==> src/rtl/serial_deser_if.sv <==
// Serial deserializer bus: serial line in, received word plus status pulses out.
// The consumer drives the line (master); the deserializer owns the results (slave).
interface serial_deser_if #(
    parameter int DATA_W = 8
);
    logic              in;
    logic [DATA_W-1:0] out_byte;
    logic              done;
    logic              frame_err;
    logic              busy;

    modport master (
        output in,
        input  out_byte,
        input  done,
        input  frame_err,
        input  busy
    );

    modport slave (
        input  in,
        output out_byte,
        output done,
        output frame_err,
        output busy
    );
endinterface

==> src/rtl/serial_deser.sv <==
// Start/data/stop serial frame deserializer, one bit per clock, LSB first.
// Define SERIAL_DESER_PARITY_EN to add an odd-parity bit between data and stop.
module serial_deser #(
    parameter int DATA_W = 8
) (
    input  logic          clk,
    input  logic          reset,
    serial_deser_if.slave bus
);
    localparam int CW = $clog2(DATA_W) + 1;

    typedef enum logic [2:0] {
        IDLE,
        DATA,
`ifdef SERIAL_DESER_PARITY_EN
        PARITY,
`endif
        STOP,
        DONE,
`ifdef SERIAL_DESER_PARITY_EN
        ERR,
`endif
        WAIT
    } state_t;

    state_t            r_state;
    logic [CW-1:0]     r_cnt;
    logic [DATA_W-1:0] r_shift;
    logic [DATA_W-1:0] r_out;
    logic              r_done;
    logic              r_err;
    logic              r_busy;
`ifdef SERIAL_DESER_PARITY_EN
    logic              r_par;
`endif

    // Outputs are registered alongside the state so they line up with it.
    always_ff @(posedge clk) begin
        if (reset) begin
            r_state <= IDLE;
            r_cnt   <= '0;
            r_shift <= '0;
            r_out   <= '0;
            r_done  <= 1'b0;
            r_err   <= 1'b0;
            r_busy  <= 1'b0;
`ifdef SERIAL_DESER_PARITY_EN
            r_par   <= 1'b0;
`endif
        end else begin
            r_done <= 1'b0;
            r_err  <= 1'b0;
            case (r_state)
                IDLE: begin
                    if (!bus.in) begin
                        r_state <= DATA;
                        r_cnt   <= '0;
                        r_busy  <= 1'b1;
`ifdef SERIAL_DESER_PARITY_EN
                        r_par   <= 1'b0;
`endif
                    end
                end
                DATA: begin
                    r_shift <= {bus.in, r_shift[DATA_W-1:1]};
                    r_cnt   <= r_cnt + 1'b1;
`ifdef SERIAL_DESER_PARITY_EN
                    r_par   <= r_par ^ bus.in;
`endif
                    if (r_cnt == CW'(DATA_W - 1)) begin
`ifdef SERIAL_DESER_PARITY_EN
                        r_state <= PARITY;
`else
                        r_state <= STOP;
`endif
                    end
                end
`ifdef SERIAL_DESER_PARITY_EN
                PARITY: begin
                    r_par   <= r_par ^ bus.in;
                    r_state <= STOP;
                end
`endif
                STOP: begin
                    r_busy <= 1'b0;
                    if (!bus.in) begin
                        r_state <= WAIT;
                        r_err   <= 1'b1;
`ifdef SERIAL_DESER_PARITY_EN
                    end else if (!r_par) begin
                        r_state <= ERR;
                        r_err   <= 1'b1;
`endif
                    end else begin
                        r_state <= DONE;
                        r_done  <= 1'b1;
                        r_out   <= r_shift;
                    end
                end
`ifdef SERIAL_DESER_PARITY_EN
                DONE, ERR: begin
`else
                DONE: begin
`endif
                    // A start bit may follow the stop bit immediately.
                    if (!bus.in) begin
                        r_state <= DATA;
                        r_cnt   <= '0;
                        r_busy  <= 1'b1;
`ifdef SERIAL_DESER_PARITY_EN
                        r_par   <= 1'b0;
`endif
                    end else begin
                        r_state <= IDLE;
                    end
                end
                WAIT: begin
                    if (bus.in) r_state <= IDLE;
                end
                default: begin
                    r_state <= IDLE;
                    r_busy  <= 1'b0;
                end
            endcase
        end
    end

    assign bus.out_byte  = r_out;
    assign bus.done      = r_done;
    assign bus.frame_err = r_err;
    assign bus.busy      = r_busy;
endmodule
==> src/flat_wrapper.sv <==
// flat-port wrapper written by rule: the top's interface ports become plain ports
module serial_deser_flat 
#(
    parameter int DATA_W = 8
)
  (clk, reset, bus_in, bus_out_byte, bus_done, bus_frame_err, bus_busy);
  serial_deser_if #(.DATA_W(DATA_W)) bus_i ();
  input  logic clk;
  input  logic reset;
  input wire logic [$bits(bus_i.in)-1:0] bus_in;
  output wire logic [$bits(bus_i.out_byte)-1:0] bus_out_byte;
  output wire logic [$bits(bus_i.done)-1:0] bus_done;
  output wire logic [$bits(bus_i.frame_err)-1:0] bus_frame_err;
  output wire logic [$bits(bus_i.busy)-1:0] bus_busy;
  assign bus_i.in = bus_in;
  assign bus_out_byte = bus_i.out_byte;
  assign bus_done = bus_i.done;
  assign bus_frame_err = bus_i.frame_err;
  assign bus_busy = bus_i.busy;
  serial_deser #(.DATA_W(DATA_W)) u_core (.clk(clk), .reset(reset), .bus(bus_i));
endmodule
==> config.mk <==
export PLATFORM = sky130hd
export DESIGN_NAME = serial_deser_flat
export DESIGN_NICKNAME = d
export VERILOG_FILES = /design/src/rtl/serial_deser_if.sv /design/src/rtl/serial_deser.sv /design/src/flat_wrapper.sv
export SDC_FILE = /design/constraint.sdc
export NUM_CORES = 1
export LEC_CHECK = 0
export ABC_AREA = 0
export BUFFER_PORTS_ARGS = -buffer_cell sky130_fd_sc_hd__buf_2
export CAP_MARGIN = 30
export CELL_PAD_IN_SITES_DETAIL_PLACEMENT = 0
export CELL_PAD_IN_SITES_GLOBAL_PLACEMENT = 2
export CORE_UTILIZATION = 26
export DETAILED_ROUTE_END_ITERATION = 16
export PLACE_DENSITY_LB_ADDON = 0.1
export SLEW_MARGIN = 20
export SYNTH_ARGS = -nofsm -noshare
export SYNTH_HDL_FRONTEND = slang
export SYNTH_SLANG_ARGS = --single-unit
==> constraint.sdc <==
create_clock -name clk -period 1.8 [get_ports clk]
set_clock_uncertainty 0.15 [all_clocks]
set_input_delay 0.36 -clock clk [delete_from_list [all_inputs] [get_ports clk]]
set_output_delay 0.36 -clock clk [all_outputs]
set_load 0.05 [all_outputs]
==> reports/metrics.cfg, run 1 <==
[pwr]
seq_power_share_pct=50.9
p_total_mw=1.207
p_leak_nw=0.4903
switching_share_pct=26.78
ir_worst_vdd_v=0.0005431
combinationalPowerShare_pct=17.6
powerDensity_nw_per_um2=930.4
internal_power_uw=883.9
clockPowerShare_pct=31.4
switchingPower_uw=323.3

[setup_path]
worstPathMaxFanout=8
crit_path_cell_trace=or3b_1, or3_1, a31oi_1
startpoint_type=flip-flop
crit_path_top_delay_cell=dfxtp_1
rrSetupSlack_ps=210
worst_r2r_endpoint=u_core.r_cnt[3]$_SDFFE_PP0P_
rr_startpoint=u_core.r_state[0]$_SDFFE_PP0P_
cp-end-kind=flip-flop
cp-startpoint=u_core.r_state[0]$_SDFFE_PP0P_
rr_worst_depth=3
critPathRequiredTime_ps=1850
crit_arrival_ps=1640
crit_path_end=u_core.r_cnt[3]$_SDFFE_PP0P_
cpPeakStageDelay_ps=450
crit_type=reg -> reg

[place]
gp_congestion=0.7561
numPortBuffers=13
dp_hpwl_mm=1.673

[clock_network]
cts-root-buf=clkbuf_8
cts_tree=yes
cts.path.max_buffers=2
cts.hold.buffers_added=0
clk_pin_slew_ps=90
cts-resized-gates=0
cts_made_buffers=3
cts_setup_buffers=0
insertion_delay_ps=270
clock_sinks=26
h-tree-depth=1

[synthesis]
synth.distinct_cells=34
synth_xor_area_share_pct=1.620
avgSynthCellArea_sq_um=8.316
synth_top_family_by_area=simple AND/OR/NAND/NOR gates
synth-compound-area-share_pct=17.01
ys_warn_count=0
synth_edf_count=0
synth.area.top_cells=dfxtp_1 48%, nand2_1 11%, a21oi_1 8.8%, nor2b_1 2.9%, clkbuf_1 2.4%
synth-seq-cells=26
synth_fa_ha_area_share_pct=1.157
yosysSeqAreaShare_pct=48.15
synthMuxAreaShare_pct=1.042
netlist_instances=130
yosys.area_share.simple_pct=26.85
synth_fp_nets=134
synth_top_area_cell=dfxtp_1
ys.flop_type=dfxtp_1
syn-cell-area_sq_um=1081
async_flop_share_pct=0
synth_top_cell_area_share_pct=48.15

[global_routing]
grt_pass1_wl_mm=4.146
track_usage_pct=13.06
antenna_found_initial=0
gr-total-overflow=0
grt_start_max_net_pins=15
grt_pass1_vias=849

[timing]
tightest_slew_ps=411.8
relSlewSlack_pct=72.38
period_needed_ps=1591
hold_violations=0
max_freq_ghz=0.6286
tns_ps=0
finalCritPeriodShare_pct=88.38
finalSetupViolCount=0
rsz0062_at_grt=no
whs_ps=261.3
slew_viol_final=0

[finish]
syn2layout_area_growth_pct=20.02
fillers=432
nNetsFinal=152
antenna_cells=0
drive_gt1_share_pct=21.09
final_util_pct=32.44

[route]
wl_per_cell_um=11.85
dr.pass1.iters=4
drc=0
drt-total-wl_mm=2.335
ant_nets=0
dr.first_iter.drc_count=32
num_vias=905
vias_per_cell=4.594

[job]
max_cap_violations=0

[die]
fp.dieW_um=66.48
std_cell_rows=23
pin_count=14
initial_utilization_pct=27.03
die_h_um=66.48
dieArea_sq_um=4420
coreArea_sq_um=4000

[min_path]
hp-class=in -> reg

[outcome]
status=finished, final reports clean

cells in the mapped netlist (2+ instances only):
cell type  instances
nor2_1             5
nor2b_1            5
dfxtp_1           26
o21ai_0            3
nor3b_1            3
a21oi_1           19
nand2_1           33
nand3_1            2
clkbuf_1           7
buf_2              3
layout by cell type (no fill, tap or decap):
cell        n
mux2_2      1
o21ai_0     3
o22ai_1     1
buf_4      10
nor4b_1     1
o2bb2ai_1   1
nand2b_1    1
a21oi_1    19
a211o_1     1
nor2b_1     5
o21bai_1    1
ha_1        1
a211oi_1    1
nor4_1      1
nand3_1     2
a311o_1     1
inv_1       1
buf_2      13
or3b_1      1
nor3b_1     3
nand2_1    33
nor2_1      5
xor2_1      1
clkbuf_8    4
nand4bb_1   1
a22o_1      1
or3_1       1
o21ba_2     1
a31oi_1     1
dfxtp_1    26
xnor2_1     1
nor3b_2     1
nor4bb_1    1
or2b_1      1
or2_2       1
routing by layer:
| layer | up-vias | GRT usage (%) | routed length (um) | share of wire [%] |
|---|---|---|---|---|
| met5 | - | 0 | 0 | 0 |
| met2 | 11 | 19.39 | 995 | 43 |
| met3 | 4 | 3.596 | 83 | 3.6 |
| li1 | 473 | - | - | - |
| met4 | 0 | 4.787 | 33 | 1.4 |
| met1 | 417 | 17.84 | 1223 | 52 |
worst min path at each step:
stage / startpoint / end / slack (ps) / cells past startpoint
floorplan: u_core.r_shift[0]$_SDFFE_PP0N_ / u_core.bus.out_byte[0]$_SDFFE_PP0P_ / 280 / 2
global placement: u_core.bus.out_byte[3]$_SDFFE_PP0P_ / u_core.bus.out_byte[3]$_SDFFE_PP0P_ / 290 / 2
detailed placement: u_core.bus.out_byte[2]$_SDFFE_PP0P_ / u_core.bus.out_byte[2]$_SDFFE_PP0P_ / 290 / 2
CTS: reset / u_core.bus.done$_SDFF_PP0_ / 270 / 2
global route: reset / u_core.bus.done$_SDFF_PP0_ / 280 / 2
finish: reset / u_core.bus.done$_SDFF_PP0_ / 260 / 2
cell type report:
type	instances	area, sq um	area share [%]
Inverter	1	3.754	0.2893
Sequential cell	26	520.5	40.12
Multi-Input combinational cell	93	515.5	39.73
Clock buffer	4	55.05	4.243
Timing Repair Buffer	23	140.1	10.80
Tap cell	50	62.56	4.822
logic make-up after synthesis:
logic type                 after synthesis
AOI/OAI and AO/OA                       31
xor gates and xnor gates                 2
muxes                                    1
buffers and inverters                   11
adders and majority gates                1
DFF                                     26
and+or+nand+nor                         58
metrics by stage:
stage	worst slack, ps	std cells	area [sq um]
floorplan	279.3	130	1081
global placement	246.9	193	1242
detailed placement	217.1	193	1242
CTS	206.7	197	1297
global route	78.96	197	1297
finish	209.1	197	1297
critical path: cells and delay by family, from the launching register on:
family	cells	cell delay [ps]
flip-flops	1	450
AND/OR/NAND/NOR	2	800
AO/OA/AOI/OAI	1	130
power groups by stage:
| stage | Sequential [mW] | Clock (mW) | Combinational, mW |
|---|---|---|---|
| 2_1_floorplan | 0.640 | 0 | 0.132 |
| 3_3_place_gp | 0.628 | 0 | 0.214 |
| 3_5_place_dp | 0.628 | 0 | 0.217 |
| 4_1_cts | 0.615 | 0.405 | 0.218 |
| 5_1_grt | 0.619 | 0.425 | 0.239 |
| 6_report | 0.615 | 0.379 | 0.213 |
sequential cells by signal, summed over array words and instances, names as in the netlist:
| name | flops |
|---|---|
| u_core.bus.done | 1 |
| u_core.r_cnt | 4 |
| u_core.bus.busy | 1 |
| u_core.r_state | 3 |
| u_core.bus.frame_err | 1 |
| u_core.r_shift | 8 |
| u_core.bus.out_byte | 8 |
(Power assumes the default switching activity.)
==> run 2: changes to the inputs <==
==> constraint.sdc (replaced) <==
create_clock -name clk -period 1.4 [get_ports clk]
set_clock_uncertainty 0.15 [all_clocks]
set_input_delay 0.28 -clock clk [delete_from_list [all_inputs] [get_ports clk]]
set_output_delay 0.28 -clock clk [all_outputs]
set_load 0.05 [all_outputs]
==> reports/metrics.cfg, run 2 (synthesis results as in run 1) <==
[timing]
period_needed_ps=1418
relSlewSlack_pct=82.31
max_freq_ghz=0.7050
finalCritPeriodShare_pct=101.3
tightest_slew_ps=264.7
tns_ps=-18.38
postLayoutSetupSlackWorst_ps=-18.38
finalSetupViolCount=1
hold_violations=0
rsz0062_at_grt=yes
slew_viol_final=0

[route]
dr.first_iter.drc_count=14
vias_per_cell=4.557
ant_nets=0
wl_per_cell_um=12.01
drt-total-wl_mm=2.522
num_vias=957
drc=0
dr.pass1.iters=4

[clock_network]
cts_made_buffers=3
cts_tree=yes
h-tree-depth=1
clk_pin_slew_ps=100
insertion_delay_ps=270
cts-root-buf=clkbuf_8
cts.hold.buffers_added=0
cts.path.max_buffers=2
clock_sinks=26

[pwr]
p_leak_nw=0.5780
ir_worst_vdd_v=0.0006089
powerDensity_nw_per_um2=1103
p_total_mw=1.661

[die]
fp.dieW_um=66.48
coreArea_sq_um=4000
initial_utilization_pct=27.03
die_h_um=66.48
std_cell_rows=23
pin_count=14
dieArea_sq_um=4420

[global_routing]
gr-total-overflow=0
track_usage_pct=12.31
grt_pass1_vias=897
grt_start_max_net_pins=18
antenna_found_initial=0
grt_pass1_wl_mm=4.050

[setup_path]
crit_type=reg -> reg
worstPathMaxFanout=4
crit_path_cell_trace=or3b_4, or3_1, a31oi_1
crit_arrival_ps=1470
cp-startpoint=u_core.r_state[2]$_SDFFE_PP0P_
startpoint_type=flip-flop
critPathRequiredTime_ps=1450
rr_startpoint=u_core.r_state[2]$_SDFFE_PP0P_
cp-end-kind=flip-flop
cpPeakStageDelay_ps=410
crit_path_top_delay_cell=or3b_4

[finish]
nNetsFinal=165
fillers=421
final_cell_mix=24 x nand2_1, 23 x dfxtp_1, 20 x buf_4
antenna_cells=0
syn2layout_area_growth_pct=39.35
final_common_cell=nand2_1
final_util_pct=37.66
final_cells=210
drive_gt1_share_pct=43.13

[min_path]
hp-class=in -> reg
min_from=reset

[outcome]
status=finished, violations left
violations=setup timing

[place]
numPortBuffers=13
gp_congestion=0.7514
dp_hpwl_mm=1.754
dp.cells=203

[job]
max_cap_violations=0

-- run 2: worst paths after layout --
path                                               to  cells past startpoint  slack, ps
hold reg to reg   u_core.bus.out_byte[4]$_SDFFE_PP0P_                      2        310
hold / removal         u_core.r_state[0]$_SDFFE_PP0P_                      2        130
setup / recovery         u_core.r_cnt[3]$_SDFFE_PP0P_                      3        -20
setup reg to reg         u_core.r_cnt[3]$_SDFFE_PP0P_                      3        -20
-- run 2: metrics by stage --
step / worst slack, ps / hold WS [ps] / instance area, sq um
finish: -18.38 / 133.6 / 1506
global route: -128.3 / 146.8 / 1506
CTS: -27.94 / 123.6 / 1411
detailed placement: -66.81 / 294.6 / 1326
global placement: -40.34 / 290.4 / 1326
floorplan: -79.44 / 282.2 / 1096
-- run 2: where the power goes --
group          leakage (nW)  internal, mW  total, mW  switching [mW]
sequential            0.212         0.767      0.791          0.0245
clock                0.0288         0.252      0.497           0.245
combinational         0.337         0.190      0.373           0.183
-- run 2: layout make-up --
class	instances	area [sq um]	area share [%]
clock buffer	4	55.05	3.654
inverter	1	3.754	0.2492
multi-input combinational	93	606.8	40.28
sequential	26	529.3	35.13
tap	50	62.56	4.153
timing repair buffer	36	249.0	16.53
-- run 2: worst max-delay path: cells and delay by family, from the launching register on --
kind             cells  cell delay, ps
flip-flops           1             360
AND/OR/NAND/NOR      2             720
AO/OA/AOI/OAI        1             120
-- run 2: routing by layer --
layer / vias to the layer above / global-route usage (%) / part of all wire [%]
li1: 503 / - / -
met1: 442 / 15.59 / 50
met2: 10 / 20.15 / 47
met3: 2 / 3.767 / 2.7
met4: 0 / 3.191 / 0.75
met5: - / 0 / 0
-- run 2: what timing repair did --
action / in CTS / in global routing
setup buffers: 2 / 1
resized for setup: 5 / 26
pin swaps: 1 / 9
endpoints found under the setup margin: 12 / 16
cloned: 0 / 0
==> run 3: changes to the inputs <==
--- a/config.mk
+++ b/config.mk
@@ -10,7 +10,8 @@
 export CAP_MARGIN = 30
 export CELL_PAD_IN_SITES_DETAIL_PLACEMENT = 0
 export CELL_PAD_IN_SITES_GLOBAL_PLACEMENT = 2
-export CORE_UTILIZATION = 26
+export CORE_ASPECT_RATIO = 0.7
+export CORE_UTILIZATION = 32
 export DETAILED_ROUTE_END_ITERATION = 16
 export PLACE_DENSITY_LB_ADDON = 0.1
 export SLEW_MARGIN = 20
==> constraint.sdc (replaced) <==
create_clock -name clk -period 1.6 [get_ports clk]
set_clock_uncertainty 0.15 [all_clocks]
set_input_delay 0.32 -clock clk [delete_from_list [all_inputs] [get_ports clk]]
set_output_delay 0.32 -clock clk [all_outputs]
set_load 0.05 [all_outputs]
==> reports/metrics.cfg, run 3 (synthesis results as in run 1) <==
[outcome]
status=finished, final reports clean

[global_routing]
track_usage_pct=13.18
grt_pass1_vias=747
antenna_found_initial=0
grt_start_max_net_pins=19
grt_pass1_wl_mm=3.581
gr-total-overflow=0

[finish]
antenna_cells=0
nNetsFinal=151
final_common_cell=nand2_1
fillers=334
final_cell_mix=33 x nand2_1, 25 x dfxtp_1, 19 x a21oi_1
multi_input_area_sq_um=515.5
regArea_sq_um=521.8
syn2layout_area_growth_pct=16.78
final_util_pct=39.57
drive_gt1_share_pct=20.69

[place]
numPortBuffers=13
pre_cts_ws_ps=96.00
dp_hpwl_mm=1.548
gp_congestion=0.6916

[clock_network]
clock_sinks=26
h-tree-depth=1
cts_made_buffers=3
cts_setup_buffers=0
cts-root-buf=clkbuf_8
clk_pin_slew_ps=80
cts_tree=yes
cts.path.max_buffers=2
insertion_delay_ps=270

[timing]
tns_ps=0
period_needed_ps=1466
rsz0062_at_grt=no
postLayoutSetupSlackWorst_ps=133.7
max_freq_ghz=0.6820
relSlewSlack_pct=68.24
finalSetupViolCount=0
whs_ps=176.2
hold_violations=0
slew_viol_final=0
finalCritPeriodShare_pct=91.65
tightest_slew_ps=473.5

[setup_path]
rr_startpoint=u_core.r_state[1]$_SDFFE_PP0P_
crit_path_cell_trace=buf_4, o21ba_2, a311o_1, a21oi_1
crit_type=reg -> reg
path_delay_family=compound AO/OA/AOI/OAI gates
cpPeakStageDelay_ps=440
critPathRequiredTime_ps=1640
critPathBufInv=1
rr_worst_depth=4
rrSetupSlack_ps=130
startpoint_type=flip-flop
crit_path_top_delay_cell=dfxtp_1
crit_arrival_ps=1510
worstPathMaxFanout=9
worst_r2r_endpoint=u_core.r_state[0]$_SDFFE_PP0P_
cp-end-kind=flip-flop

[job]
max_cap_violations=0

[min_path]
min_from=reset
holdPathStages=2
hp-class=in -> reg
min_to=u_core.r_state[0]$_SDFFE_PP0P_

[die]
fp.dieW_um=71.47
std_cell_rows=17
dieArea_sq_um=3619
coreArea_sq_um=3191
die_h_um=50.63
pin_count=14
initial_utilization_pct=33.88

[route]
dr.first_iter.drc_count=35
vias_per_cell=4.787
num_vias=876
ant_nets=0
wl_per_cell_um=11.48
drt-total-wl_mm=2.101
dr.pass1.iters=4
drc=0

[pwr]
seq_power_share_pct=54.0
internal_power_uw=939.8
switchingPower_uw=349.7
powerDensity_nw_per_um2=1021
ir_worst_vdd_v=0.0004306
combinationalPowerShare_pct=17.8
switching_share_pct=27.12
clockPowerShare_pct=28.2
p_leak_nw=0.4780

[run 3: cell types whose count changed in the layout (fill, tap and decap cells not counted), moves of 2 or more]
cell	delta
buf_4	-11
nand2_1	+9
nand2_2	-9
a21oi_1	+8
a21oi_2	-8
buf_6	-3
dfxtp_1	+2
dfxtp_4	-2
[run 3: how the worst max path moves through the flow]
| stage | startpoint | endpoint | slack, ps | depth (start not counted) |
|---|---|---|---|---|
| 5_1_grt | u_core.r_state[1]$_SDFFE_PP0P_ | u_core.r_state[0]$_SDFFE_PP0P_ | 6 | 4 |
| 2_1_floorplan | u_core.r_state[0]$_SDFFE_PP0P_ | u_core.r_state[1]$_SDFFE_PP0P_ | 80 | 4 |
| 4_1_cts | u_core.r_state[0]$_SDFFE_PP0P_ | u_core.r_cnt[3]$_SDFFE_PP0P_ | 100 | 3 |
| 3_3_place_gp | bus_in | u_core.r_cnt[0]$_SDFFE_PP0P_ | 130 | 4 |
| 6_report | u_core.r_state[1]$_SDFFE_PP0P_ | u_core.r_state[0]$_SDFFE_PP0P_ | 130 | 4 |
| 3_5_place_dp | u_core.r_state[0]$_SDFFE_PP0P_ | u_core.r_cnt[3]$_SDFFE_PP0P_ | 100 | 3 |
[run 3: routing by layer]
metal | share of wire [%] | track usage (%) | up-vias | wire [um]
met1 | 58 | 19.88 | 390 | 1223
met5 | 0 | 0 | - | 0
met2 | 38 | 17.30 | 11 | 789
met3 | 3.8 | 5.020 | 2 | 80
met4 | 0.33 | 2.941 | 0 | 7
li1 | - | - | 473 | -
[run 3: power groups by stage]
stage          Sequential (mW)  Combinational (mW)  Clock (mW)
6_report                 0.696               0.230       0.364
2_1_floorplan            0.720               0.148           0
5_1_grt                  0.700               0.261       0.407
3_3_place_gp             0.709               0.231           0
3_5_place_dp             0.710               0.230           0
4_1_cts                  0.694               0.232       0.381
[run 3: metrics by stage]
| step | std cells | area, sq um | power [mW] |
|---|---|---|---|
| final | 183 | 1262 | 1.290 |
| after global routing | 183 | 1262 | 1.368 |
| after floorplan | 130 | 1081 | 0.8686 |
| after detailed placement | 180 | 1220 | 0.9397 |
| after global placement | 180 | 1220 | 0.9400 |
| after CTS | 183 | 1261 | 1.307 |
[run 3: timing repair]
item / in CTS / in global routing
hold endpoints to repair: 0 / 0
gates resized for setup: 0 / 1
setup endpoints to repair: 0 / 1
hold buffers: 0 / 0
[run 3: area by class of cell]
type / instances / area share, %
Clock buffer: 3 / 3.271
Inverter: 1 / 0.2973
Multi-Input combinational cell: 93 / 40.83
Sequential cell: 26 / 41.33
Tap cell: 38 / 3.766
Timing Repair Buffer: 22 / 10.51
